--- config.mk ---
export PLATFORM = sky130hd
export DESIGN_NAME = s2mm_pixel_packer
export DESIGN_NICKNAME = d
export VERILOG_FILES = /design/src/rtl/s2mm_pixel_packer.sv
export SDC_FILE = /design/constraint.sdc
export NUM_CORES = 1
export LEC_CHECK = 0
export CAP_MARGIN = 25
export CORE_ASPECT_RATIO = 1.4
export CORE_MARGIN = 3
export CORE_UTILIZATION = 54
export CTS_BUF_LIST = sky130_fd_sc_hd__clkbuf_8 sky130_fd_sc_hd__clkbuf_16
export DETAILED_ROUTE_END_ITERATION = 12
export PLACE_DENSITY = 0.8
export SETUP_SLACK_MARGIN = 0.4
export SYNTH_ARGS = -nofsm -noshare
export SYNTH_HDL_FRONTEND = slang
export SYNTH_SLANG_ARGS = --single-unit
export TNS_END_PERCENT = 50
--- constraint.sdc ---
create_clock -name clk -period 5.1 [get_ports clk]
set_input_delay 0.765 -clock clk [delete_from_list [all_inputs] [get_ports clk]]
set_output_delay 0.765 -clock clk [all_outputs]
set_load 0.005 [all_outputs]
--- src/rtl/s2mm_pixel_packer.sv ---
// s2mm_pixel_packer: packs an AXI-Stream pixel stream into wide words with
// per-pixel keep, pads partial words at end of line, enforces frame sync and
// checks line length / frame height against img_width / img_height.
module s2mm_pixel_packer #(
  parameter int unsigned C_PIXEL_WIDTH     = 8,
  parameter int unsigned C_PIXELS_PER_BEAT = 4,
  parameter int unsigned C_IMG_WBITS       = 12,
  parameter int unsigned C_IMG_HBITS       = 12,
  parameter int unsigned C_RESYNC          = 1
) (
  input  logic                                       clk,
  input  logic                                       reset,
  input  logic [C_IMG_WBITS-1:0]                     img_width,
  input  logic [C_IMG_HBITS-1:0]                     img_height,
  input  logic                                       s_axis_tvalid,
  input  logic [C_PIXEL_WIDTH-1:0]                   s_axis_tdata,
  input  logic                                       s_axis_tuser,
  input  logic                                       s_axis_tlast,
  output logic                                       s_axis_tready,
  output logic                                       m_axis_tvalid,
  output logic [C_PIXEL_WIDTH*C_PIXELS_PER_BEAT-1:0] m_axis_tdata,
  output logic [C_PIXELS_PER_BEAT-1:0]               m_axis_tkeep,
  output logic                                       m_axis_tuser,
  output logic                                       m_axis_tlast,
  input  logic                                       m_axis_tready,
  output logic                                       frame_done,
  output logic                                       line_err,
  output logic                                       sof_err
);

  localparam int unsigned PW = C_PIXEL_WIDTH;
  localparam int unsigned NP = C_PIXELS_PER_BEAT;
  localparam int unsigned DW = PW * NP;
  localparam int unsigned IW = (NP > 1) ? $clog2(NP) : 1;
  localparam int unsigned WB = C_IMG_WBITS;
  localparam int unsigned HB = C_IMG_HBITS;

  typedef enum logic [0:0] {
    ST_SYNC = 1'b0,
    ST_PACK = 1'b1
  } state_t;

  localparam state_t RESET_STATE = (C_RESYNC != 0) ? ST_SYNC : ST_PACK;

  state_t          state;
  logic [IW-1:0]   idx;
  logic [DW-1:0]   asm_data;
  logic [NP-1:0]   asm_keep;
  logic            asm_user;
  logic [WB-1:0]   pix_cnt;
  logic [HB-1:0]   line_cnt;

  logic            accept;
  logic            take;
  logic            mid_sof;
  logic [IW-1:0]   base_idx;
  logic [DW-1:0]   base_data;
  logic [NP-1:0]   base_keep;
  logic            base_user;
  logic [WB-1:0]   base_pix;
  logic [HB-1:0]   base_line;
  logic [DW-1:0]   word_data;
  logic [NP-1:0]   word_keep;
  logic            word_user;
  logic            word_done;
  logic [WB-1:0]   pix_next;
  logic [HB-1:0]   line_next;
  logic            len_bad;
  logic            frame_end;

  // Input handshake: SYNC always drains, PACK stalls only while a word is held and not taken
  always_comb begin
    s_axis_tready = 1'b1;
    if (state == ST_PACK) begin
      s_axis_tready = ~m_axis_tvalid | m_axis_tready;
    end
  end

  // Per-pixel datapath: an SOF pixel restarts the word and counters before it is placed
  always_comb begin
    accept    = s_axis_tvalid & s_axis_tready;
    take      = accept & ((state == ST_PACK) | s_axis_tuser);
    mid_sof   = (state == ST_PACK) & s_axis_tuser &
                ((idx != '0) | (line_cnt != '0) | (pix_cnt != '0));
    base_idx  = s_axis_tuser ? '0 : idx;
    base_data = s_axis_tuser ? '0 : asm_data;
    base_keep = s_axis_tuser ? '0 : asm_keep;
    base_user = s_axis_tuser ? 1'b0 : asm_user;
    base_pix  = s_axis_tuser ? '0 : pix_cnt;
    base_line = s_axis_tuser ? '0 : line_cnt;
    word_data = base_data;
    word_keep = base_keep;
    for (int i = 0; i < NP; i++) begin
      if (IW'(i) == base_idx) begin
        word_data[i*PW +: PW] = s_axis_tdata;
        word_keep[i]          = 1'b1;
      end
    end
    word_user = base_user | s_axis_tuser;
    word_done = (base_idx == IW'(NP - 1)) | s_axis_tlast;
    pix_next  = WB'(base_pix + WB'(1));
    line_next = HB'(base_line + HB'(1));
    len_bad   = (img_width != '0) & (pix_next != img_width);
    frame_end = s_axis_tlast & (img_height != '0) & (line_next == img_height);
  end

  // State, assembly register, counters, output word and status pulses
  always_ff @(posedge clk) begin
    if (reset) begin
      state         <= RESET_STATE;
      idx           <= '0;
      asm_data      <= '0;
      asm_keep      <= '0;
      asm_user      <= 1'b0;
      pix_cnt       <= '0;
      line_cnt      <= '0;
      m_axis_tvalid <= 1'b0;
      m_axis_tdata  <= '0;
      m_axis_tkeep  <= '0;
      m_axis_tuser  <= 1'b0;
      m_axis_tlast  <= 1'b0;
      frame_done    <= 1'b0;
      line_err      <= 1'b0;
      sof_err       <= 1'b0;
    end else begin
      frame_done <= 1'b0;
      line_err   <= 1'b0;
      sof_err    <= 1'b0;
      if (m_axis_tvalid & m_axis_tready) begin
        m_axis_tvalid <= 1'b0;
      end
      if (take) begin
        sof_err <= mid_sof;
        state   <= ST_PACK;
        if (word_done) begin
          m_axis_tvalid <= 1'b1;
          m_axis_tdata  <= word_data;
          m_axis_tkeep  <= word_keep;
          m_axis_tuser  <= word_user;
          m_axis_tlast  <= s_axis_tlast;
          idx           <= '0;
          asm_data      <= '0;
          asm_keep      <= '0;
          asm_user      <= 1'b0;
        end else begin
          idx      <= IW'(base_idx + IW'(1));
          asm_data <= word_data;
          asm_keep <= word_keep;
          asm_user <= word_user;
        end
        if (s_axis_tlast) begin
          line_err <= len_bad;
          pix_cnt  <= '0;
          if (frame_end) begin
            frame_done <= 1'b1;
            line_cnt   <= '0;
            state      <= RESET_STATE;
          end else begin
            line_cnt <= line_next;
          end
        end else begin
          pix_cnt  <= pix_next;
          line_cnt <= base_line;
        end
      end
    end
  end

endmodule
==> results_dict.tcl, run 1 <==
set metrics [dict create \
    num_vias 5066 \
    r2r_end "line_cnt[1]" \
    clock-sinks 106 \
    placed_area_um2 6168 \
    fin_nets 757 \
    syn-instance-count 674 \
    die_h_um 124.1 \
    finalWorstSetupSlack_ps 1740 \
    ioPinCount 81 \
    dp_hpwl_um 9514 \
    final_util_pct 67.88 \
    critPathArrivalTime_ps 3560 \
    synth_flop_cell "dfxtp_1" \
    fin_skew_ps 10.86 \
    die_width_um 90.36 \
    cts_setup_buffers 0 \
    dieArea_um2 11210 \
    cp-start-kind "input port" \
    coreArea_um2 9564 \
    wl_met3_um 571 \
    drive_gt1_share_pct 4.735 \
    p_per_area_nw_per_um2 283.1 \
    cp.required_ps 5300 \
    stdcell_area_um2 6492 \
    cts_tree "yes" \
    met1_length_um 5691 \
    p_seq_share_pct 47.1 \
    fill_cells 830 \
    synth_cell_types 49 \
    synth_nets 718 \
    period_share_pct 65.88 \
    critPathCaptureType "flop" \
    drc 0 \
    rr_startpoint "line_cnt[0]" \
    dr.max_layer_used "met4" \
    io_buffers 80 \
    ir_drop_mv 0.2336 \
    htreeDepth 3 \
    cts_resized 0 \
    clk_pin_slew_ps 70 \
    grt_max_degree 77 \
    place_congestion 0.9353 \
    crit_type "in -> reg" \
    synthesis.area_um2 5380 \
    clock-root-buffer "clkbuf_16" \
    cts_buffers 9 \
    power.share.clock_pct 41.0 \
    n_antenna_cell 0 \
    final_max_slew_viol_count 0 \
    start_util_pct 56.25 \
    tightest_slew_ps 864.9 \
    hold_path_class "reg -> reg" \
    hold_violations 0 \
    slew_headroom_pct 42.34 \
    grt_overflow_total 0 \
    crit_path_max_fanout 41 \
    grt_pass1_vias 4817 \
    cts.path.max_buffers 2 \
    p_sw_share_pct 24.67 \
    p_switching_mw 0.4535 \
    num_rows 42 \
    finalPower_mw 1.838 \
    async_flop_share_pct 0 \
    synth-seq-cells 106 \
    syn_area_per_cell_um2 7.982 \
    antenna_found_initial 0 \
    grt_pass1_wl_um 22340 \
    rsz0062_at_grt "no" \
    whs_path_depth 1 \
    synth_warnings 0 \
    fin_setup_tns_ps 0 \
    dr.pass1.iters 5 \
    outcome "finished, final reports clean" \
    dp_cells 834 \
    min_to "asm_data[31]" \
    hold_ws_ps 454.7 \
    grtUsageTotal_pct 24.38 \
    area_growth_pct 20.67 \
    leakage_nw 2.212 \
    cap_viol_max_count 0 \
    min-delay-start "asm_data[31]" \
    totalWireLength_um 13820 \
    wl_met2_um 7025 \
    hold_buffers 0 \
    comb_power_share_pct 11.9 \
    internal_power_mw 1.385 \
    dpl_worst_slack_ps 1399 \
    setup_viol 0 \
    clk-insertion-delay-late_ps 350 \
    fmax_mhz 297.6 \
    finalWorstPathRequiredPeriod_ps 3360 \
    drtIter0Drc 363 \
    ant_nets 0 \
    wl_per_cell_um 16.26 \
    fin_cells 850 \
    ys_seq_area_share_pct 39.44 \
    reg2reg_slack_ps 2080 \
    viasPerCell 5.960 \
    reg2reg_depth 10 \
    synth_edf_count 0 \
]
## worst max path at each step
| stage | slack [ps] | start | to | depth (start not counted) |
|---|---|---|---|---|
| 6_report | 1740 | s_axis_tuser | line_cnt[1] | 12 |
| 5_1_grt | 1420 | s_axis_tuser | line_cnt[1] | 12 |
| 4_1_cts | 1740 | s_axis_tuser | line_cnt[1] | 12 |
| 3_5_place_dp | 1400 | s_axis_tuser | line_cnt[2] | 12 |
| 3_3_place_gp | 1490 | s_axis_tuser | line_cnt[1] | 12 |
| 2_1_floorplan | 1140 | s_axis_tuser | line_cnt[11] | 16 |
## final cells by class
class,count,area [um2],share of cell area [%]
flip-flops and latches,106,2122,32.68
inverters,6,22.52,0.3469
clock buffers,9,225.2,3.469
well taps,132,165.2,2.544
repair buffers,87,843.3,12.99
clock inverters,7,98.84,1.522
multi-input cells,503,3015,46.44
## flip-flops by register name, indices dropped and copies added, names as in the netlist, 2 cells and up
name / flops
idx: 2
m_axis_tkeep: 4
m_axis_tdata: 32
asm_data: 32
pix_cnt: 12
asm_keep: 4
line_cnt: 12
## per-layer routing
metal  GRT usage [%]  vias up
met5               0        -
met4           13.51        0
met3           2.900       35
met2           44.93      164
met1           27.51     2379
li1                -     2488
## cells by family after synthesis
| logic type | count (synthesis) | synth area share [%] |
|---|---|---|
| adders and majority gates | 6 | 1.395 |
| and+or+nand+nor | 291 | 28.14 |
| xor gates and xnor gates | 35 | 5.954 |
| DFF | 106 | 39.44 |
| AOI/OAI and AO/OA | 163 | 18.72 |
| buffers and inverters | 65 | 4.860 |
| muxes | 8 | 1.488 |
## worst max-delay path, stage by stage
cell and delay, ps:
buf_2 100, buf_4 390, nor2b_4 90, ha_1 270, xnor2_1 220, nand2b_1 130
nand4_1 80, or4_1 530, nor4_2 170, nand3_2 380, a32oi_1 350, nor2_1 60
## cells in the mapped netlist, drive strengths merged, types with 3 or more instances
cell type  number  area share [%]
xnor2          14             2.3
xor2           20             3.3
clkbuf         38             2.7
nor3           35             3.3
nor3b          34             4.7
a22oi          13             1.8
mux2i           8             1.5
nor2b          10             1.3
a21oi          76             7.1
nand4          13             1.5
nor2          107             7.5
nand2          28             2.0
nand3          14             1.4
nand4b          3            0.60
a31oi           6            0.70
and2           11             1.3
o21ai          14             1.3
nand3b          3            0.42
and3            6            0.70
or4             3            0.42
nand2b          5            0.58
a211oi         38             5.3
o211ai          3            0.42
nor4           15             1.9
inv             6            0.42
ha              6             1.4
dfxtp         106              39
a32oi           4            0.65
buf            21             1.8
## power by group through the flow
stage,Sequential [mW],Clock (mW),Combinational [mW]
floorplan,0.884,0,0.114
global placement,0.885,0,0.212
detailed placement,0.886,0,0.217
CTS,0.867,0.761,0.218
global route,0.870,0.792,0.238
finish,0.867,0.753,0.218
## layout by cell type (no fill, tap or decap), types with 7 or more instances in the layout
master / synthesis / final
buf_4: 0 / 7
clkdlybuf4s50_1: 0 / 78
dfxtp_1: 106 / 106
nor2b_1: 9 / 9
clkbuf_16: 0 / 9
o21ai_0: 13 / 12
nor2_1: 106 / 105
and2_1: 11 / 11
nor4_1: 14 / 14
nand3_1: 13 / 13
inv_1: 6 / 7
xnor2_1: 14 / 14
nand2_1: 28 / 28
nor3_1: 34 / 34
nor3b_1: 34 / 34
mux2i_1: 8 / 8
a22oi_1: 13 / 13
a21oi_1: 76 / 76
a211oi_1: 38 / 38
nand4_1: 13 / 13
xor2_1: 20 / 20
No activity file was read; power rests on OpenSTA's default activity.
==> run 2, diff against run 1 <==
==> constraint.sdc (replaced) <==
create_clock -name clk -period 3.25 [get_ports clk]
set_input_delay 0.4875 -clock clk [delete_from_list [all_inputs] [get_ports clk]]
set_output_delay 0.4875 -clock clk [all_outputs]
set_load 0.005 [all_outputs]
==> run 2 against run 1 <==
Net effect: total power grew 50%; clock skew shrank 1.1 ps; global-route usage grew 0.82 points; clock power grew 38%; hold slack gained 1.9 ps; via count grew 0.77%; critical path depth shrank 1; count of clock-buffer cells in the layout grew 1; sequential power grew 57%; register-to-register slack lost 1500 ps; critical path type is now reg -> reg.
==> results_dict.tcl, run 2 (same netlist as run 1, synthesis figures left out) <==
set metrics [dict create \
    outcome "finished, final reports clean" \
    hold_ws_ps 456.5 \
    dp_cells 845 \
    totalWireLength_um 14130 \
    rsz0062_at_grt "no" \
    cts.path.max_buffers 2 \
    clk_pin_slew_ps 70 \
    cts_buffers 9 \
    clock-root-buffer "clkbuf_16" \
    viasPerCell 5.922 \
    drtIter0Drc 367 \
    cts_tree "yes" \
    n_antenna_cell 0 \
    fin_cells 862 \
    start_util_pct 56.25 \
    final_max_slew_viol_count 0 \
    slew_headroom_pct 49.16 \
    clock-sinks 106 \
    htreeDepth 3 \
    grt_pass1_vias 4879 \
    placed_area_um2 6280 \
    hold_buffers 0 \
    grt_pass1_wl_um 23070 \
    setup_viol 0 \
    dp_hpwl_um 9908 \
    io_buffers 80 \
    final_common_cell "nor2_1" \
    die_h_um 124.1 \
    ir_drop_mv 0.3878 \
    finalWorstPathRequiredPeriod_ps 2625 \
    fin_nets 769 \
    hold_violations 0 \
    wl_per_cell_um 16.39 \
    ant_nets 0 \
    critPathCaptureType "flop" \
    drive_gt1_share_pct 7.123 \
    place_congestion 0.8638 \
    grt_overflow_total 0 \
    period_share_pct 80.78 \
    crit_path_max_fanout 11 \
    num_rows 42 \
    cp.required_ps 3480 \
    fin_skew_ps 9.769 \
    stdcell_area_um2 6571 \
    drc 0 \
    area_growth_pct 22.14 \
    tightest_slew_ps 759.8 \
    cp-start-kind "flop" \
    die_width_um 90.36 \
    clk-insertion-delay-late_ps 350 \
    dpl_worst_slack_ps 300.5 \
    num_vias 5105 \
    dr.pass1.iters 4 \
    critPathArrivalTime_ps 2850 \
    finalWorstSetupSlack_ps 624.7 \
    leakage_nw 2.252 \
    fmax_mhz 380.9 \
    p_per_area_nw_per_um2 419.2 \
    hold_path_class "reg -> reg" \
    grtUsageTotal_pct 25.20 \
    layout_common_cells "nor2_1, dfxtp_1, clkdlybuf4s50_1" \
    antenna_found_initial 0 \
    ioPinCount 81 \
    cap_viol_max_count 0 \
    dieArea_um2 11210 \
    grt_max_degree 77 \
    coreArea_um2 9564 \
    finalPower_mw 2.755 \
    crit_type "reg -> reg" \
    largestRegisters "asm_data (32), m_axis_tdata (32)" \
]
[run 2: layout make-up]
class / count / area, um2
fill: 827 / 2993
clock inverter: 6 / 40.04
timing repair buffer: 99 / 945.9
inverter: 6 / 22.52
sequential: 106 / 2127
multi-input combinational: 503 / 3032
tap: 132 / 165.2
clock buffer: 10 / 239.0
[run 2: through the flow]
stage               utilization, %  setup TNS [ps]
finish                       68.71               0
global route                 68.71               0
global placement             65.66               0
CTS                          68.59               0
floorplan                        -          -45.67
detailed placement           65.66               0
[run 2: metal layers]
| layer | track usage [%] | vias up | routed length, um |
|---|---|---|---|
| met5 | 0 | - | 0 |
| met4 | 10.73 | 0 | 253 |
| met3 | 4.290 | 21 | 855 |
| met2 | 45.68 | 197 | 7239 |
| met1 | 29.50 | 2372 | 5783 |
| li1 | - | 2515 | - |
[run 2: power breakdown]
part           total (mW)  internal (mW)  switching [mW]  leakage (nW)
logic               0.355          0.162           0.193          1.25
clock network        1.04          0.544           0.496         0.145
registers            1.36           1.34          0.0238         0.862
total                2.75           2.04           0.712          2.25
[run 2: critical path, cell delays in order, from the launching register on]
cell and delay, ps:
dfxtp_4 390, nor2b_4 180, ha_2 240, and3_4 220
mux2i_1 210, xnor2_1 70, or4_1 420, nor4_2 180
nand3_2 110, buf_4 190, a31oi_1 190, mux2i_1 90
[run 2: worst paths after layout]
check	to	from	cells past startpoint	slack [ps]
worst max register to register	line_cnt[3]	line_cnt[0]	11	620
worst min-delay path	asm_data[29]	asm_data[29]	1	460
worst max-delay path	line_cnt[3]	line_cnt[0]	11	620
worst min register to register	asm_data[29]	asm_data[29]	1	460
[run 2: repair_timing]
action / 4_1_cts / 5_1_grt
gates resized for setup: 1 / 2
gates cloned: 0 / 0
setup endpoints to repair: 1 / 9
setup buffers: 0 / 1
pin swaps: 0 / 1
hold endpoints to repair: 0 / 0
==> run 3, diff against run 2 <==
--- a/config.mk
+++ b/config.mk
@@ -8,10 +8,10 @@
 export CAP_MARGIN = 25
 export CORE_ASPECT_RATIO = 1.4
 export CORE_MARGIN = 3
-export CORE_UTILIZATION = 54
+export CORE_UTILIZATION = 49
 export CTS_BUF_LIST = sky130_fd_sc_hd__clkbuf_8 sky130_fd_sc_hd__clkbuf_16
 export DETAILED_ROUTE_END_ITERATION = 12
-export PLACE_DENSITY = 0.8
+export PLACE_DENSITY = 0.76
 export SETUP_SLACK_MARGIN = 0.4
 export SYNTH_ARGS = -nofsm -noshare
 export SYNTH_HDL_FRONTEND = slang
==> constraint.sdc (replaced) <==
create_clock -name clk -period 2.3 [get_ports clk]
set_input_delay 0.345 -clock clk [delete_from_list [all_inputs] [get_ports clk]]
set_output_delay 0.345 -clock clk [all_outputs]
set_load 0.005 [all_outputs]
==> run 3 against run 2 <==
Net effect: largest cell class unchanged; sequential power is 42% higher; die area up 9.6%; register-to-register slack worse by 870 ps; largest power group unchanged; final cell count up 14%; combinational power up 140%; total power rose by 59%; utilization grew 16 points; the run now ends with negative setup slack left; clock skew grew 4.0 ps; sequential cell count unchanged; first-iteration DRC count is 4.9% higher; maximum frequency grew 3.3%; wire length rose by 63%.
==> results_dict.tcl, run 3 (same netlist as run 1, synthesis figures left out) <==
set metrics [dict create \
    min-delay-start "reset" \
    hold_path_class "in -> reg" \
    die_h_um 130.0 \
    critPathCaptureType "flop" \
    drtIter0Drc 385 \
    period_share_pct 110.5 \
    stdcell_area_um2 8920 \
    slew_headroom_pct 52.40 \
    layout_common_cells "dfxtp_1, nor2_1, buf_4" \
    finalWorstPathRequiredPeriod_ps 2542 \
    htreeDepth 3 \
    rr_startpoint "line_cnt[0]" \
    tightest_slew_ps 711.4 \
    antenna_found_initial 0 \
    grt_max_degree 59 \
    hold_buffers 0 \
    fin_cells 984 \
    final_util_pct 84.39 \
    crit_type "reg -> reg" \
    largestRegisters "asm_data (32), m_axis_tdata (32)" \
    fill_cells 538 \
    num_rows 44 \
    num_vias 6361 \
    start_util_pct 50.90 \
    setup_viol 14 \
    clock-root-buffer "clkbuf_16" \
    grt_pass1_wl_um 28460 \
    coreArea_um2 10570 \
    rsz0062_at_grt "yes" \
    cts_buffers 9 \
    clk_pin_slew_ps 80 \
    slowest_stage "or4_1" \
    crit_chain "nor2b_4 -> ha_4 -> and3_4 -> mux2i_2 -> xnor2_1 -> or4_1 -> nor4_2 -> nand3_2 -> buf_12 -> a31oi_2 -> mux2i_1" \
    place_congestion 0.8885 \
    fin_skew_ps 13.81 \
    dp_cells 913 \
    slowest_delay_ps 440 \
    hold_ws_ps 347.8 \
    fin_setup_tns_ps -2672 \
    p_per_area_nw_per_um2 492.5 \
    dr.pass1.iters 5 \
    cts_tree "yes" \
    wl_per_cell_um 23.41 \
    drive_gt1_share_pct 36.76 \
    grtUsageTotal_pct 29.55 \
    totalWireLength_um 23040 \
    io_buffers 80 \
    clock-sinks 106 \
    final_max_slew_viol_count 0 \
    final_common_cell "dfxtp_1" \
    ir_drop_mv 0.4761 \
    fin_nets 885 \
    cap_viol_max_count 0 \
    finalPower_mw 4.393 \
    dp_hpwl_um 11040 \
    violations "negative setup slack" \
    cp.required_ps 2550 \
    drc 0 \
    critPathLaunch "line_cnt[0]" \
    die_width_um 94.56 \
    clk-insertion-delay-late_ps 370 \
    n_antenna_cell 0 \
    area_growth_pct 65.79 \
    hold_violations 0 \
    ioPinCount 81 \
    critPathArrivalTime_ps 2790 \
    ant_nets 0 \
    dpl_worst_slack_ps -409.8 \
    grt_pass1_vias 5865 \
    dieArea_um2 12290 \
    placed_area_um2 6855 \
    crit_path_max_fanout 19 \
    leakage_nw 3.202 \
    cts.path.max_buffers 2 \
    outcome "finished with violations" \
    grt_overflow_total 0 \
    viasPerCell 6.464 \
    cp-start-kind "flop" \
    fmax_mhz 393.3 \
    finalWorstSetupSlack_ps -242.3 \
]
run 3: worst max-delay path: cells and delay by family (launching register included):
kind / cells / cell delay (ps)
buf+inv: 1 / 180
xor+xnor: 1 / 80
flops: 1 / 330
fa+ha+maj: 1 / 160
simple gates: 5 / 1180
compound gates: 1 / 160
mux: 2 / 330
run 3: metal layers:
metal  routed length [um]  track usage [%]  part of all wire [%]  vias to the layer above
met3                 1673            3.403                   7.3                      127
li1                     -                -                     -                     2760
met1                 7915            33.86                    34                     3093
met2                11850            53.05                    51                      381
met5                    0                0                     0                        -
met4                 1604            16.23                   7.0                        0
run 3: where the power goes:
part	total, mW	leakage [nW]	internal [mW]	switching (mW)
logic	0.853	2.20	0.417	0.436
clock network	1.61	0.140	0.791	0.816
registers	1.93	0.864	1.89	0.0446
run 3: area by class of cell:
cell class / count / area [um2] / area share (%)
repair buffers: 214 / 2351 / 26.36
clock buffers: 10 / 239.0 / 2.679
well taps: 138 / 172.7 / 1.936
multi-input cells: 504 / 3924 / 43.99
inverters: 6 / 42.54 / 0.4769
flip-flops and latches: 106 / 2131 / 23.89
clock inverters: 6 / 60.06 / 0.6733
run 3: final timing paths:
kind | depth (start not counted) | end | slack, ps
hold / removal | 2 | pix_cnt[8] | 350
hold reg to reg | 1 | asm_data[31] | 460
setup reg to reg | 11 | line_cnt[4] | -240
setup / recovery | 11 | line_cnt[4] | -240
run 3: timing repair:
item	CTS	global route
pin swaps	13	72
gates cloned	8	8
resized for setup	61	169
setup endpoints to repair	91	94
setup buffers	19	20
